`src/rtl/alu_top.sv`:
```
// alu_top: registered MIPS-style EX-stage ALU with built-in ALU-control decode.
// The 6-bit opcode (and, for R-type, the 6-bit function field) is decoded into
// an internal 4-bit operation; the 32-bit result and its zero flag are
// registered on the rising clock edge.
//
// Optional feature: define ALU_VSHIFT_EN to add the R-type variable shifts
// sllv / srlv / srav. Without it those function codes decode as undefined and
// no shifter is built.
module alu_top (
    input  logic        clk,
    input  logic        rst_n,
    input  logic [5:0]  opcode,
    input  logic [5:0]  func_field,
    input  logic [31:0] A,
    input  logic [31:0] B,
    output logic [31:0] result,
    output logic        zero
);

    // Internal ALU operation produced by the control decode. OP_NONE covers
    // every undefined opcode/function combination and forces a zero result.
    typedef enum logic [3:0] {
        OP_ADD  = 4'd0,
        OP_SUB  = 4'd1,
        OP_AND  = 4'd2,
        OP_OR   = 4'd3,
        OP_XOR  = 4'd4,
        OP_NOR  = 4'd5,
        OP_SLT  = 4'd6,
        OP_SLTU = 4'd7,
        OP_SLLV = 4'd8,
        OP_SRLV = 4'd9,
        OP_SRAV = 4'd10,
        OP_NONE = 4'd15
    } aluOp_e;

    // Primary opcodes recognised by the decode.
    localparam logic [5:0] OPC_RTYPE = 6'h00;
    localparam logic [5:0] OPC_BEQ   = 6'h04;
    localparam logic [5:0] OPC_BNE   = 6'h05;
    localparam logic [5:0] OPC_ADDI  = 6'h08;
    localparam logic [5:0] OPC_ADDIU = 6'h09;
    localparam logic [5:0] OPC_SLTI  = 6'h0A;
    localparam logic [5:0] OPC_SLTIU = 6'h0B;
    localparam logic [5:0] OPC_ANDI  = 6'h0C;
    localparam logic [5:0] OPC_ORI   = 6'h0D;
    localparam logic [5:0] OPC_XORI  = 6'h0E;
    localparam logic [5:0] OPC_LW    = 6'h23;
    localparam logic [5:0] OPC_SW    = 6'h2B;

    // R-type function codes.
    localparam logic [5:0] FN_SLLV = 6'h04;
    localparam logic [5:0] FN_SRLV = 6'h06;
    localparam logic [5:0] FN_SRAV = 6'h07;
    localparam logic [5:0] FN_ADD  = 6'h20;
    localparam logic [5:0] FN_ADDU = 6'h21;
    localparam logic [5:0] FN_SUB  = 6'h22;
    localparam logic [5:0] FN_SUBU = 6'h23;
    localparam logic [5:0] FN_AND  = 6'h24;
    localparam logic [5:0] FN_OR   = 6'h25;
    localparam logic [5:0] FN_XOR  = 6'h26;
    localparam logic [5:0] FN_NOR  = 6'h27;
    localparam logic [5:0] FN_SLT  = 6'h2A;
    localparam logic [5:0] FN_SLTU = 6'h2B;

    aluOp_e      aluOp;
    logic [31:0] result_d;
    logic [31:0] result_q;
    logic        zero_d;
    logic        zero_q;
    logic        sltSigned;
    logic        sltUnsigned;

    // Control decode: R-type instructions are steered by the function field,
    // everything else by the opcode alone; loads, stores and branches reuse
    // the add/subtract paths since they only need an address or a difference.
    always_comb begin
        aluOp = OP_NONE;
        if (opcode == OPC_RTYPE) begin
            unique case (func_field)
                FN_ADD, FN_ADDU: aluOp = OP_ADD;
                FN_SUB, FN_SUBU: aluOp = OP_SUB;
                FN_AND:          aluOp = OP_AND;
                FN_OR:           aluOp = OP_OR;
                FN_XOR:          aluOp = OP_XOR;
                FN_NOR:          aluOp = OP_NOR;
                FN_SLT:          aluOp = OP_SLT;
                FN_SLTU:         aluOp = OP_SLTU;
`ifdef ALU_VSHIFT_EN
                FN_SLLV:         aluOp = OP_SLLV;
                FN_SRLV:         aluOp = OP_SRLV;
                FN_SRAV:         aluOp = OP_SRAV;
`endif
                default:         aluOp = OP_NONE;
            endcase
        end else begin
            unique case (opcode)
                OPC_LW, OPC_SW:       aluOp = OP_ADD;
                OPC_ADDI, OPC_ADDIU:  aluOp = OP_ADD;
                OPC_BEQ, OPC_BNE:     aluOp = OP_SUB;
                OPC_ANDI:             aluOp = OP_AND;
                OPC_ORI:              aluOp = OP_OR;
                OPC_XORI:             aluOp = OP_XOR;
                OPC_SLTI:             aluOp = OP_SLT;
                OPC_SLTIU:            aluOp = OP_SLTU;
                default:              aluOp = OP_NONE;
            endcase
        end
    end

    // Signed and unsigned less-than flags shared by the register and
    // immediate forms of set-on-less-than.
    always_comb begin
        sltSigned   = ($signed(A) < $signed(B));
        sltUnsigned = (A < B);
    end

    // Datapath: compute the next result for the decoded operation and derive
    // the zero flag from that same value so the two registers always agree.
    always_comb begin
        result_d = 32'h0;
        unique case (aluOp)
            OP_ADD:  result_d = A + B;
            OP_SUB:  result_d = A - B;
            OP_AND:  result_d = A & B;
            OP_OR:   result_d = A | B;
            OP_XOR:  result_d = A ^ B;
            OP_NOR:  result_d = ~(A | B);
            OP_SLT:  result_d = {31'b0, sltSigned};
            OP_SLTU: result_d = {31'b0, sltUnsigned};
`ifdef ALU_VSHIFT_EN
            OP_SLLV: result_d = B << A[4:0];
            OP_SRLV: result_d = B >> A[4:0];
            OP_SRAV: result_d = $signed(B) >>> A[4:0];
`endif
            default: result_d = 32'h0;
        endcase
        zero_d = (result_d == 32'h0);
    end

    // Output registers; reset clears the result, which makes zero read 1.
    always_ff @(posedge clk or negedge rst_n) begin
        if (!rst_n) begin
            result_q <= 32'h0;
            zero_q   <= 1'b1;
        end else begin
            result_q <= result_d;
            zero_q   <= zero_d;
        end
    end

    assign result = result_q;
    assign zero   = zero_q;

endmodule

```
`config.mk`:
```
export PLATFORM = sky130hd
export DESIGN_NAME = alu_top
export DESIGN_NICKNAME = d
export VERILOG_FILES = /design/src/rtl/alu_top.sv
export SDC_FILE = /design/constraint.sdc
export NUM_CORES = 1
export LEC_CHECK = 0
export CAP_MARGIN = 20
export CELL_PAD_IN_SITES_DETAIL_PLACEMENT = 1
export CELL_PAD_IN_SITES_GLOBAL_PLACEMENT = 1
export CORE_ASPECT_RATIO = 0.7
export CORE_MARGIN = 4
export CORE_UTILIZATION = 37
export CTS_CLUSTER_DIAMETER = 60
export DETAILED_ROUTE_END_ITERATION = 10
export PLACE_DENSITY_LB_ADDON = 0.1
export SLEW_MARGIN = 20
export SYNTH_ARGS = -nofsm -noshare
export SYNTH_HDL_FRONTEND = slang
export SYNTH_SLANG_ARGS = --single-unit
```
`constraint.sdc`:
```
create_clock -name clk -period 0.8 [get_ports clk]
set_clock_uncertainty 0.2 [all_clocks]
set_input_delay 0.16 -clock clk [delete_from_list [all_inputs] [get_ports clk]]
set_output_delay 0.16 -clock clk [all_outputs]
set_load 0.05 [all_outputs]
```
==> results of run 1 <==
-- cells in the mapped netlist (all sizes together), types with 19 or more instances --
| master | number | area [um^2] |
|---|---|---|
| clkbuf | 30 | 113 |
| nor2 | 82 | 310 |
| o21ai | 59 | 295 |
| nor3 | 19 | 100 |
| a211oi | 20 | 150 |
| ha | 108 | 1350 |
| a221oi | 30 | 282 |
| a21o | 20 | 150 |
| dfrtp | 32 | 801 |
| buf | 21 | 119 |
| nand2 | 50 | 188 |
| inv | 96 | 360 |
| a21oi | 86 | 434 |
-- metrics by stage --
stage | hold slack (ns) | utilization [%] | instances | TNS [ns]
after detailed placement | 0.322 | 68.6 | 1643 | -98.75
after global placement | 0.319 | 68.6 | 1643 | -92.04
after floorplan | -0.336 | - | 919 | -51.91
-- logic make-up after synthesis --
family	Yosys count	synth area share, %
buf+inv	148	8.83
xor+xnor	12	1.56
simple gates	245	18.1
compound gates	368	38.1
fa+ha+maj	110	20.6
mux	3	0.445
flops	33	12.3
==> flow_metrics.tcl, run 1 <==
set metrics [dict create \
    yosysWarnings 0 \
    place_ws_ns -3.91 \
    syn_area_um2 6750 \
    netlist_instances 919 \
    io-pin-count 111 \
    numPortBuffers 110 \
    cts_setup_buffers 176 \
    htreeDepth 2 \
    synth_nets 1107 \
    placedInstanceArea_um2 12300 \
    initial_core_util_pct 37.6 \
    dieWidth_um 169 \
    clk_path_buf_depth 2 \
    cts_resized 772 \
    cts_made_buffers 5 \
    haltStage "clock tree synthesis" \
    synthArstFlopShare_pct 100 \
    ys_types 83 \
    cts_hold_buf 0 \
    cts.sinks 33 \
    ys.flop_type "dfrtp_1" \
    root_buffer "clkbuf_16" \
    synth-seq-area-share_pct 12.3 \
    die_h_um 121 \
    avgSynthCellArea_um2 7.34 \
    error_line "[ERROR DPL-0033] detailed placement checks failed during check placement." \
    synth_edf_count 0 \
    synth-seq-cells 33 \
    place_hpwl_um 37000 \
    outcome "aborted with a tool error" \
    place_congestion 1.03 \
    fp-row-count 41 \
]
==> run 2, diff against run 1 <==
==> config.mk (replaced) <==
export PLATFORM = sky130hd
export DESIGN_NAME = alu_top
export DESIGN_NICKNAME = d
export VERILOG_FILES = /design/src/rtl/alu_top.sv
export SDC_FILE = /design/constraint.sdc
export NUM_CORES = 1
export LEC_CHECK = 0
export CAP_MARGIN = 20
export CORE_MARGIN = 4
export CORE_UTILIZATION = 35
export DETAILED_ROUTE_END_ITERATION = 10
export PLACE_DENSITY_LB_ADDON = 0.15
export SLEW_MARGIN = 20
export SYNTH_ARGS = -nofsm -noshare
export SYNTH_HDL_FRONTEND = slang
export SYNTH_SLANG_ARGS = --single-unit
==> constraint.sdc (replaced) <==
create_clock -name clk -period 1 [get_ports clk]
set_clock_uncertainty 0.2 [all_clocks]
set_input_delay 0.2 -clock clk [delete_from_list [all_inputs] [get_ports clk]]
set_output_delay 0.2 -clock clk [all_outputs]
set_load 0.05 [all_outputs]
==> run 2 against run 1 <==
Net effect:
- synthesized cell count unchanged
- synthesized area is the same
- the flow now finishes, with violations (negative setup slack)
==> flow_metrics.tcl, run 2 <==
set metrics [dict create \
    drt-vias-per-instance 5.99 \
    area_delta_synth_final_pct 131 \
    fillers 1101 \
    ys_types 83 \
    grt_use_total_pct 33.2 \
    p_leak_nw 7.14 \
    p_per_area_nw_per_um2 843 \
    synth.most_common_cell "ha_1" \
    slew_violations 0 \
    crit_arrival_ns 3.77 \
    path_clk_slew_ns 0.07 \
    clockPowerShare_pct 14.1 \
    nNetsFinal 1742 \
    place_hpwl_um 26800 \
    rsz0062_at_grt "yes" \
    dieWidth_um 147 \
    netlist_instances 919 \
    avgSynthCellArea_um2 7.34 \
    final_antenna_net_count 0 \
    avgRoutedWirePerCell_um 22.6 \
    failed_checks "negative setup slack" \
    final_util_pct 82.7 \
    numPortBuffers 110 \
    worstPathMaxFanout 3 \
    critPathKind "in -> reg" \
    clk_path_buf_depth 2 \
    largest_reg_flops 32 \
    p_seq_share_pct 12.2 \
    max_slew_margin_pct 43.8 \
    wl_um 41100 \
    first_pass_iters 5 \
    vdd_drop_max_v 0.000643 \
    final-setup-viol-count 66 \
    cts_made_buffers 5 \
    start_kind "input pin" \
    cts.sinks 33 \
    syn_area_um2 6750 \
    required_ns 1.02 \
    antenna_cells 0 \
    vias 10900 \
    hold_class "in -> async" \
    fin_crit_sh_pct 374 \
    dieArea_um2 21600 \
    p_switching_mw 5.81 \
    cap_viol_max_count 0 \
    fin_ws_ns -2.74 \
    initial_core_util_pct 35.8 \
    synth-seq-area-share_pct 12.3 \
    cts_tree "built" \
    drt_iter0_drc 1216 \
    grt_overflow_total 0 \
    drc 0 \
    htreeDepth 2 \
    synth_nets 1107 \
    swShare_pct 44.3 \
    setup-tns-final_ns -66.98 \
    final_common_cell "buf_4" \
    grt_pass1_vias 10600 \
    grt_max_degree 34 \
    synth_area_leader_cell "ha_1" \
    antenna_found_initial 0 \
    synth_top_area_share_pct 20.0 \
    synth_edf_count 0 \
    synth_top_cells_by_count "108 x ha_1, 96 x inv_1, 85 x a21oi_1, 81 x nor2_1, 56 x o21ai_0" \
    synth_area_leaders "ha_1 20%, dfrtp_1 12%, a21oi_1 6.3%, inv_1 5.3%, nor2_1 4.5%" \
    hold_viol 0 \
    synth-seq-cells 33 \
    pwr-share-comb_pct 73.7 \
    grt_pass1_wl_um 57600 \
    layout_common_cells "460 x buf_4, 98 x buf_6, 65 x ha_1, 62 x nor2_1, 45 x buf_12" \
    root_buffer "clkbuf_16" \
    core_um2 18800 \
    synthArstFlopShare_pct 100 \
    ys.flop_type "dfrtp_1" \
    drive_above_1_share_pct 65.0 \
    io-pin-count 111 \
    fp-row-count 50 \
    place_congestion 1.03 \
    clock.fmax_mhz 267 \
    outcome "complete, but fails checks" \
    end_kind "register" \
    hold_slack_ns 0.210 \
    tightest_slew_ns 0.834 \
    post-route-min-period_ns 3.74 \
    place_ws_ns -3.52 \
    p_int_mw 7.32 \
    die_h_um 147 \
    yosysWarnings 0 \
]
==> run 2: cell counts after synthesis <==
Identical to the previous run, type by type.
==> run 2: worst paths after layout <==
kind / from / endpoint / slack [ns] / cells after the start
worst max-delay path: A[12] / zero / -2.74 / 14
max in group asynchronous: rst_n / zero / 0.13 / 3
min in group clk: B[23] / result[23] / 0.32 / 6
worst min-delay path: rst_n / result[22] / 0.21 / 3
==> run 2: power by group through the flow <==
| stage | logic [mW] | registers, mW | clock network, mW |
|---|---|---|---|
| floorplan | 2.85 | 2.07 | 0 |
| global placement | 7.05 | 1.63 | 0 |
| detailed placement | 7.07 | 1.63 | 0 |
| CTS | 8.80 | 1.61 | 1.83 |
| global route | 10.0 | 1.62 | 1.91 |
| finish | 9.67 | 1.61 | 1.85 |
==> run 2: cells by family (layout without fill, tap and decap cells) <==
family | after synthesis | count (layout) | share of synthesized area, %
AO/OA/AOI/OAI | 368 | 368 | 38.1
AND/OR/NAND/NOR | 245 | 246 | 18.1
buffers and inverters | 148 | 783 | 8.83
adder cells (fa/ha/maj) | 110 | 110 | 20.6
flip-flops | 33 | 33 | 12.3
XOR/XNOR | 12 | 12 | 1.56
multiplexers | 3 | 3 | 0.445
==> run 2: layer usage <==
metal	vias to the layer above	GRT usage (%)	share of wire, %
li1	4736	-	-
met1	5107	41.3	38
met2	759	56.0	46
met3	264	6.82	9.2
met4	0	13.4	6.6
met5	-	0	0
==> run 2: critical path: stages <==
cell and delay (ns):
buf_6 0.09, buf_4 0.13, ha_1 0.20, nor2b_1 0.15
o21ai_0 0.66, a21oi_4 0.17, buf_4 0.18, nor3b_2 0.28
o221a_2 0.25, o21ai_2 0.06, or3_1 0.31, or4_4 0.41
or4_4 0.54, nor4_2 0.14
==> run 2: final cells by class <==
type / count / area [um^2] / area share [%]
multi-input combinational: 739 / 7720 / 49.6
inverter: 97 / 409 / 2.63
clock inverter: 1 / 5.00 / 0.0321
timing repair buffer: 678 / 6130 / 39.4
clock buffer: 7 / 153 / 0.980
tap: 260 / 325 / 2.09
sequential: 33 / 827 / 5.31
==> run 2: stage by stage <==
stage / area (um^2) / power [mW] / std cells
floorplan: 7640 / 4.93 / 919
finish: 15600 / 13.1 / 1815
detailed placement: 12300 / 8.70 / 1667
CTS: 15100 / 12.2 / 1788
global route: 15600 / 13.6 / 1815
global placement: 12300 / 8.68 / 1667
==> run 2: repair_timing <==
item | CTS | global route
setup endpoints to repair | 66 | 66
endpoints found under the hold margin | 33 | 0
hold buffers | 1 | 0
gates cloned | 3 | 0
resized for setup | 585 | 97
pin swaps | 171 | 75
setup buffers | 127 | 42
No activity file was read; power rests on OpenSTA's default activity.
